[src/rtl/pulse_train_gen_pkg.sv]
// Shared types and default widths for the pulse-train generator.
package pulse_train_pkg;

    localparam int PTG_CNT_W = 8;
    localparam int PTG_LEN_W = 8;

    typedef enum logic [1:0] {
        IDLE = 2'd0,
        HIGH = 2'd1,
        LOW  = 2'd2
    } ptg_state_t;

endpackage

[src/rtl/pulse_train_gen_if.sv]
// Request/config/status bundle between a train requester and the generator.
interface pulse_train_gen_if
    import pulse_train_pkg::*;
#(
    parameter int CNT_W = PTG_CNT_W,
    parameter int LEN_W = PTG_LEN_W
);
    logic             start;
    logic             abort;
    logic [CNT_W-1:0] num_pulses;
    logic [LEN_W-1:0] high_len;
    logic [LEN_W-1:0] low_len;
    logic             dout;
    logic             busy;
    logic             done;

    modport master (
        output start, abort, num_pulses, high_len, low_len,
        input  dout, busy, done
    );

    modport slave (
        input  start, abort, num_pulses, high_len, low_len,
        output dout, busy, done
    );
endinterface

[src/rtl/pulse_train_gen_down_counter.sv]
// Loadable down counter; 'zero' flags the final count (1) and also an
// empty load (0), so a zero-length phase behaves as a one-cycle phase.
module ptg_down_counter #(
    parameter int W = 8
) (
    input  logic         clk,
    input  logic         resetn,
    input  logic         load,
    input  logic [W-1:0] value,
    input  logic         dec,
    output logic         zero
);
    localparam logic [W-1:0] ONE  = {{(W-1){1'b0}}, 1'b1};
    localparam logic [W-1:0] NONE = {W{1'b0}};

    logic [W-1:0] cnt_q;
    logic [W-1:0] cnt_d;

    // Next count: load wins over decrement; never decrement below zero.
    always_comb begin
        cnt_d = cnt_q;
        if (load) begin
            cnt_d = value;
        end else if (dec && (cnt_q != NONE)) begin
            cnt_d = cnt_q - ONE;
        end else begin
            cnt_d = cnt_q;
        end
    end

    // Count register.
    always_ff @(posedge clk or negedge resetn) begin
        if (!resetn) begin
            cnt_q <= NONE;
        end else begin
            cnt_q <= cnt_d;
        end
    end

    assign zero = (cnt_q <= ONE);
endmodule

[src/rtl/pulse_train_gen.sv]
// Programmable pulse-train generator: N pulses of H high cycles separated
// by L low cycles, then a one-cycle done strobe. All outputs registered.
module pulse_train_gen
    import pulse_train_pkg::*;
#(
    parameter int CNT_W = PTG_CNT_W,
    parameter int LEN_W = PTG_LEN_W
) (
    input  logic             clk,
    input  logic             resetn,
    pulse_train_gen_if.slave bus
);
    ptg_state_t       state_q, state_d;
    logic [LEN_W-1:0] high_len_q, high_len_d;
    logic [LEN_W-1:0] low_len_q, low_len_d;
    logic             dout_q, dout_d;
    logic             busy_q, busy_d;
    logic             done_q, done_d;

    logic             ph_load_s, ph_dec_s, ph_zero_s;
    logic [LEN_W-1:0] ph_val_s;
    logic             pc_load_s, pc_dec_s, pc_zero_s;

    // Phase-length counter (current HIGH or LOW phase).
    ptg_down_counter #(.W(LEN_W)) u_phase_cnt (
        .clk    (clk),
        .resetn (resetn),
        .load   (ph_load_s),
        .value  (ph_val_s),
        .dec    (ph_dec_s),
        .zero   (ph_zero_s)
    );

    // Remaining-pulse counter.
    ptg_down_counter #(.W(CNT_W)) u_pulse_cnt (
        .clk    (clk),
        .resetn (resetn),
        .load   (pc_load_s),
        .value  (bus.num_pulses),
        .dec    (pc_dec_s),
        .zero   (pc_zero_s)
    );

    // Next-state, counter control and next-output decode; abort has priority.
    always_comb begin
        state_d    = state_q;
        high_len_d = high_len_q;
        low_len_d  = low_len_q;
        dout_d     = 1'b0;
        busy_d     = 1'b0;
        done_d     = 1'b0;
        ph_load_s  = 1'b0;
        ph_val_s   = high_len_q;
        ph_dec_s   = 1'b0;
        pc_load_s  = 1'b0;
        pc_dec_s   = 1'b0;
        case (state_q)
            IDLE: begin
                if (bus.start) begin
                    if (bus.num_pulses != {CNT_W{1'b0}}) begin
                        high_len_d = bus.high_len;
                        low_len_d  = bus.low_len;
                        ph_load_s  = 1'b1;
                        ph_val_s   = bus.high_len;
                        pc_load_s  = 1'b1;
                        state_d    = HIGH;
                        dout_d     = 1'b1;
                        busy_d     = 1'b1;
                    end else begin
                        done_d = 1'b1;
                    end
                end else begin
                    state_d = IDLE;
                end
            end
            HIGH: begin
                if (bus.abort) begin
                    state_d = IDLE;
                end else if (ph_zero_s) begin
                    pc_dec_s = 1'b1;
                    if (pc_zero_s) begin
                        state_d = IDLE;
                        done_d  = 1'b1;
                    end else begin
                        ph_load_s = 1'b1;
                        ph_val_s  = low_len_q;
                        state_d   = LOW;
                        busy_d    = 1'b1;
                    end
                end else begin
                    ph_dec_s = 1'b1;
                    dout_d   = 1'b1;
                    busy_d   = 1'b1;
                end
            end
            LOW: begin
                if (bus.abort) begin
                    state_d = IDLE;
                end else if (ph_zero_s) begin
                    ph_load_s = 1'b1;
                    ph_val_s  = high_len_q;
                    state_d   = HIGH;
                    dout_d    = 1'b1;
                    busy_d    = 1'b1;
                end else begin
                    ph_dec_s = 1'b1;
                    busy_d   = 1'b1;
                end
            end
            default: begin
                state_d = IDLE;
            end
        endcase
    end

    // State, latched config and output registers.
    always_ff @(posedge clk or negedge resetn) begin
        if (!resetn) begin
            state_q    <= IDLE;
            high_len_q <= {LEN_W{1'b0}};
            low_len_q  <= {LEN_W{1'b0}};
            dout_q     <= 1'b0;
            busy_q     <= 1'b0;
            done_q     <= 1'b0;
        end else begin
            state_q    <= state_d;
            high_len_q <= high_len_d;
            low_len_q  <= low_len_d;
            dout_q     <= dout_d;
            busy_q     <= busy_d;
            done_q     <= done_d;
        end
    end

    assign bus.dout = dout_q;
    assign bus.busy = busy_q;
    assign bus.done = done_q;
endmodule

[src/flat_wrapper.sv]
// flat-port wrapper written by rule: the top's interface ports become plain ports
module pulse_train_gen_flat import pulse_train_pkg::*;
#(
    parameter int CNT_W = PTG_CNT_W,
    parameter int LEN_W = PTG_LEN_W
)
  (clk, resetn, bus_start, bus_abort, bus_num_pulses, bus_high_len, bus_low_len, bus_dout, bus_busy, bus_done);
  pulse_train_gen_if #(.CNT_W(CNT_W), .LEN_W(LEN_W)) bus_i ();
  input  logic clk;
  input  logic resetn;
  input wire logic [$bits(bus_i.start)-1:0] bus_start;
  input wire logic [$bits(bus_i.abort)-1:0] bus_abort;
  input wire logic [$bits(bus_i.num_pulses)-1:0] bus_num_pulses;
  input wire logic [$bits(bus_i.high_len)-1:0] bus_high_len;
  input wire logic [$bits(bus_i.low_len)-1:0] bus_low_len;
  output wire logic [$bits(bus_i.dout)-1:0] bus_dout;
  output wire logic [$bits(bus_i.busy)-1:0] bus_busy;
  output wire logic [$bits(bus_i.done)-1:0] bus_done;
  assign bus_i.start = bus_start;
  assign bus_i.abort = bus_abort;
  assign bus_i.num_pulses = bus_num_pulses;
  assign bus_i.high_len = bus_high_len;
  assign bus_i.low_len = bus_low_len;
  assign bus_dout = bus_i.dout;
  assign bus_busy = bus_i.busy;
  assign bus_done = bus_i.done;
  pulse_train_gen #(.CNT_W(CNT_W), .LEN_W(LEN_W)) u_core (.clk(clk), .resetn(resetn), .bus(bus_i));
endmodule
[config.mk]
export PLATFORM = sky130hd
export DESIGN_NAME = pulse_train_gen_flat
export DESIGN_NICKNAME = d
export VERILOG_FILES = /design/src/rtl/pulse_train_gen_pkg.sv /design/src/rtl/pulse_train_gen_if.sv /design/src/rtl/pulse_train_gen_down_counter.sv /design/src/rtl/pulse_train_gen.sv /design/src/flat_wrapper.sv
export SDC_FILE = /design/constraint.sdc
export NUM_CORES = 1
export LEC_CHECK = 0
export CAP_MARGIN = 0
export CORE_MARGIN = 2
export CORE_UTILIZATION = 52
export DETAILED_ROUTE_END_ITERATION = 10
export PLACE_DENSITY = 0.77
export RECOVER_POWER = 50
export SKIP_LAST_GASP = 1
export SYNTH_ARGS = -nofsm -noshare
export SYNTH_HDL_FRONTEND = slang
export SYNTH_SLANG_ARGS = --single-unit
[constraint.sdc]
create_clock -name clk -period 5.7 [get_ports clk]
set_clock_uncertainty 0.15 [all_clocks]
set_input_delay 1.14 -clock clk [delete_from_list [all_inputs] [get_ports clk]]
set_output_delay 1.14 -clock clk [all_outputs]
set_load 0.03 [all_outputs]
==> results_dict.tcl <==
set metrics [dict create \
    routed_wirelength_um 4622 \
    drtIter0Drc 60 \
    cap_violations 1 \
    drive_gt1_share_pct 6.960 \
    status "finished, violations left" \
    hold_depth 2 \
    holdWs_ps 337.8 \
    synth_top_area_share_pct 42.65 \
    synth_edf_count 0 \
    dp_hpwl_um 3362 \
    first_global_vias 1775 \
    hold_violations 0 \
    layout.cells.non_filler 323 \
    min_path_type "register to register" \
    initial_core_util_pct 54.27 \
    die_h_um 68.61 \
    die_w_um 68.61 \
    overflow 0 \
    antenna_found_initial 0 \
    port-buffer-count 30 \
    cts_buffer_depth 2 \
    dieArea_sq_mm 0.004707 \
    netlist_area_sq_mm 0.002171 \
    violations "capacitance limit, slew limit" \
    postCtsResizedCells 0 \
    coreArea_sq_mm 0.004000 \
    reg2reg_depth 5 \
    yosysTopAreaCell "dfrtp_1" \
    power_mw 1.270 \
    post_drt_wl_per_cell_um 14.31 \
    worstPathMaxFanout 8 \
    max_freq_ghz 0.2780 \
    async_reset_ff_share_pct 100.0 \
    synth.net_count 281 \
    postCtsSetupRepairBufs 0 \
    grt_max_degree 38 \
    nNetsFinal 310 \
    fillCellCount 354 \
    dp.cells 316 \
    htreeDepth 2 \
    avgSynthCellArea_sq_um 8.897 \
    cts-root-buf "clkbuf_8" \
    cts_buffers 5 \
    finalCriticalPeriod_ps 3597 \
    ys_warn_count 0 \
    ys_top_cells_by_count "nand2_1 (55), dfrtp_1 (37), nor2_1 (12)" \
    yosysMostFrequentCell "nand2_1" \
    setup_viol 0 \
    yosysUniqueCellTypes 43 \
    criticalPathCategory "primary input to register" \
    ys_seq_area_share_pct 42.65 \
    cts_tree "yes" \
    drc 0 \
    synthFlopType "dfrtp_1" \
    start_kind "primary input" \
    finalMaxSlewViolations 38 \
    cts_sinks 37 \
    arrival_ps 3610 \
    avgViaCountPerCell 5.632 \
    synth.area.top_cells "dfrtp_1 (43%), nand2_1 (9.5%), ha_1 (5.2%)" \
    ant_nets 0 \
    ioPinCount 31 \
    cp_slowest_cell "a221oi_1" \
    place_congestion 0.8494 \
    tns_ps 0 \
    p_leak_nw 1.146 \
    syn_inst 244 \
    pwr_density_cell_mw_per_mm2 486.3 \
    grt_use_total_pct 23.65 \
    clk-insertion-delay-late_ps 290 \
    holdBufCountCts 0 \
    critPathMaxStageDelay_ps 790 \
    syn2layout_area_growth_pct 20.29 \
    crit_chain "dlygate4sd3_1 -> nor4_1 -> a21oi_2 -> a221oi_1 -> nor2_4 -> a2bb2oi_1" \
    cp_data_required_time_ps 5710 \
    firstDrtPassIters 4 \
    grt_pass1_wl_um 8231 \
    rows 23 \
    period_share_pct 63.10 \
    rsz0062_at_grt "no" \
    worst_pin_slew_ps 1968 \
    via_count 1819 \
    vdd_drop_max_uv 271.2 \
    cp-end-kind "register" \
    clk_pin_slew_ps 70 \
    n_antenna_cell 0 \
    yosys_register_bits 37 \
    maxSlewHeadroom_pct -31.18 \
]
## layer usage
metal	share of wire, %	global-route usage (%)	up-vias
li1	-	-	921
met1	48	32.22	855
met3	3.4	4.383	7
met4	1.4	7.750	0
met5	0	0	-
met2	47	37.98	36
## critical path: cells and delay by family
| kind | cells | cell delay, ps |
|---|---|---|
| buffers and inverters | 1 | 560 |
| AO/OA/AOI/OAI | 3 | 1110 |
| AND/OR/NAND/NOR | 2 | 800 |
## worst paths after layout
path	start	endpoint	slack (ps)
max	bus_num_pulses[1]	u_core.u_phase_cnt.cnt_q[0]	2100
min	u_core.low_len_q[5]	u_core.low_len_q[5]	340
max reg2reg	u_core.u_phase_cnt.cnt_q[2]	u_core.u_phase_cnt.cnt_q[4]	2810
min reg2reg	u_core.low_len_q[5]	u_core.low_len_q[5]	340
max in group asynchronous	resetn	u_core.u_pulse_cnt.cnt_q[1]	3030
min in group asynchronous	resetn	u_core.u_pulse_cnt.cnt_q[4]	1240
## kinds of logic after synthesis
| group | after synthesis | share of synthesized area [%] |
|---|---|---|
| mux | 5 | 2.421 |
| xor+xnor | 13 | 5.245 |
| fa+ha+maj | 9 | 5.187 |
| flops | 37 | 42.65 |
| buf+inv | 21 | 3.688 |
| simple gates | 107 | 23.80 |
| compound gates | 52 | 17.00 |
## report_power, final
group	switching (mW)	internal, mW
combinational	0.317	0.247
clock	0.0916	0.127
sequential	0.0989	0.389
total	0.507	0.763
## flip-flops by register name, indices dropped and copies added (netlist names)
register / cells
u_core.u_pulse_cnt.cnt_q: 8
u_core.bus.busy: 1
u_core.high_len_q: 8
u_core.u_phase_cnt.cnt_q: 8
u_core.low_len_q: 8
u_core.state_q: 2
u_core.bus.dout: 1
u_core.bus.done: 1
## through the flow
step | worst slack [ps] | util, % | instance area (sq um)
after floorplan | 2783 | - | 2171
after global placement | 2050 | 62.71 | 2509
after detailed placement | 1974 | 62.71 | 2509
after CTS | 2259 | 65.31 | 2613
after global routing | 1933 | 65.28 | 2611
final | 2103 | 65.28 | 2611
## cell type report
cell class              count  area (sq um)  area share, %
well taps                  50         62.56          2.396
clock inverters             2         35.03          1.342
clock buffers               5         68.82          2.635
multi-input cells         186          1169          44.75
repair buffers             32         309.0          11.84
inverters                  11         41.29          1.581
flip-flops and latches     37         925.9          35.46
## cells in the final DEF (no fill, tap or decap), types with 2 or more instances in the layout
cell type / n
a211oi_1: 5
a21oi_1: 4
a221oi_1: 8
a2bb2oi_1: 7
a31oi_1: 4
and2_1: 2
and3_1: 4
buf_4: 2
clkbuf_8: 5
clkdlybuf4s50_1: 28
dfrtp_1: 37
ha_1: 9
inv_1: 11
mux2_2: 2
mux2i_1: 3
nand2_1: 55
nand3_1: 6
nand4_1: 2
nor2_1: 12
nor2b_1: 3
nor3_1: 9
nor4_1: 2
o211ai_1: 2
o21ai_0: 10
o21ai_1: 2
o22ai_1: 2
or2_2: 2
or4_1: 4
xnor2_1: 7
xor2_1: 6
Note: power is estimated with default switching activity, not from simulation.
==> edit (same settings) <==
Change the package constant `PTG_LEN_W` from 8 to 4.
--- a/src/rtl/pulse_train_gen_pkg.sv
+++ b/src/rtl/pulse_train_gen_pkg.sv
@@ -4,3 +4,3 @@
     localparam int PTG_CNT_W = 8;
-    localparam int PTG_LEN_W = 8;
+    localparam int PTG_LEN_W = 4;
 
Interface: changed (resized bus_high_len and bus_low_len); port bits go from 31 to 23. The function was not compared with the original's and may differ.
==> edit against the unedited design <==
- area after synthesis decreased by 24%
- critical endpoint is now u_core.u_phase_cnt.cnt_q[3]
- clock power decreased by 62%
- setup slack improved by 0.17 ns
- first-iteration DRC count increased by 1.7%
- design area decreased by 27%
- via count decreased by 23%
- wire length decreased by 22%
- maximum frequency increased by 4.9%
- largest cell class unchanged
- largest power group unchanged
- global-route usage decreased by 1.7 points
- sequential cell count decreased by 12
- power decreased by 30%
- sequential power decreased by 31%
==> edit: results (changes against the unedited design) <==
[grt]
grt_usage_pct = 21.99  ; was 23.65%
met3_usage_pct = 2.772  ; was 4.383%
grt_util_met2_pct = 36.65  ; was 37.98%
grt_max_degree = 26  ; was 38
use_met1_pct = 29.36  ; was 32.22%

[drt]
num_vias = 1404  ; was 1819
post_drt_wl_per_cell_um = 14.80  ; was 14.31 um
drt_iter0_markers = 61  ; was 60

[setup_path]
critPathLaunch = bus_start  ; was bus_num_pulses[1]
timing.rr.start = u_core.state_q[1]  ; was u_core.u_phase_cnt.cnt_q[2]
slowest_stage = a21oi_2  ; was a221oi_1
critPathMaxFanout = 22  ; was 8
r2r_cells = 7  ; was 5
crit_arrival_ns = 3.51  ; was 3.61 ns

[power_and_ir_drop]
leakage_nw = 0.7886  ; was 1.146 nW
ir_worst_vdd_v = 0.0002164  ; was 0.0002712 V

[cts]
path_clk_slew_ns = 0.14  ; was 0.07 ns
root_buffer = clkbuf_4  ; was clkbuf_8
ctsHtreeMaxLevel = 1  ; was 2

[run_status]
status = finished clean  ; was complete, but fails checks

[place]
pre_cts_ws_ns = 1.951  ; was 1.974 ns
hpwl_mm = 2.651  ; was 3.362 mm
io_buffers = 22  ; was 30
gp_congestion = 0.8826  ; was 0.8494
place_area_um2 = 1883  ; was 2509 um^2

[yosys]
synth_fa_ha_area_share_pct = 6.823  ; was 5.187%
synth_mux_area_share_pct = 6.748  ; was 2.421%
ys_types = 45  ; was 43
ys_top_cells_by_count = dfrtp_1 (25), nand2_1 (24), nor2_1 (11)  ; was nand2_1 (55), dfrtp_1 (37), nor2_1 (12)
syn-num-nets = 210  ; was 281
synth_compound_area_share_pct = 16.60  ; was 17.00%

[cells_and_area]
final_cells = 243  ; was 323
nets = 229  ; was 310

[timing]
worst-slew-pin-transition_ns = 1.149  ; was 1.968 ns

edit: report_power, final:
group / switching (mW) / total, mW / leakage, nW / internal, mW
combinational: 0.270 / 0.475 / 0.470 / 0.205
sequential: 0.0753 / 0.336 / 0.304 / 0.261
clock: 0.0557 / 0.0832 / 0.0150 / 0.0275
edit: path summary, 6_finish.rpt:
kind | end | slack [ns]
hold / removal | u_core.low_len_q[2] | 0.36
min in group asynchronous | u_core.state_q[1] | 1.32
max in group asynchronous | u_core.low_len_q[1] | 3.40
setup reg to reg | u_core.u_phase_cnt.cnt_q[3] | 2.68
hold reg to reg | u_core.low_len_q[2] | 0.36
setup / recovery | u_core.u_phase_cnt.cnt_q[3] | 2.27
edit: layer usage:
metal  wire length (um)  part of all wire (%)
met5                  0                     0
met3                154                   4.3
met4                 56                   1.6
met1               1662                    46
met2               1724                    48
edit: cell families after synthesis:
logic type	after synthesis
AOI/OAI and AO/OA	41
xor gates and xnor gates	8
adders and majority gates	9
buffers and inverters	18
DFF	25
muxes	10
and+or+nand+nor	70
edit: worst min-delay path: cells and delay by family, from the launching register on:
| kind | cells | cell delay [ns] |
|---|---|---|
| DFF | 1 | 0.37 |
| and+or+nand+nor | 2 | 0.11 |
edit: final cells by class:
type | count | area [um^2]
multi-input cells | 138 | 944.7
clock buffers | 4 | 26.28
flip-flops and latches | 25 | 625.6
fillers | 270 | 1119
inverters | 10 | 37.54
well taps | 44 | 55.05
repair buffers | 22 | 220.2
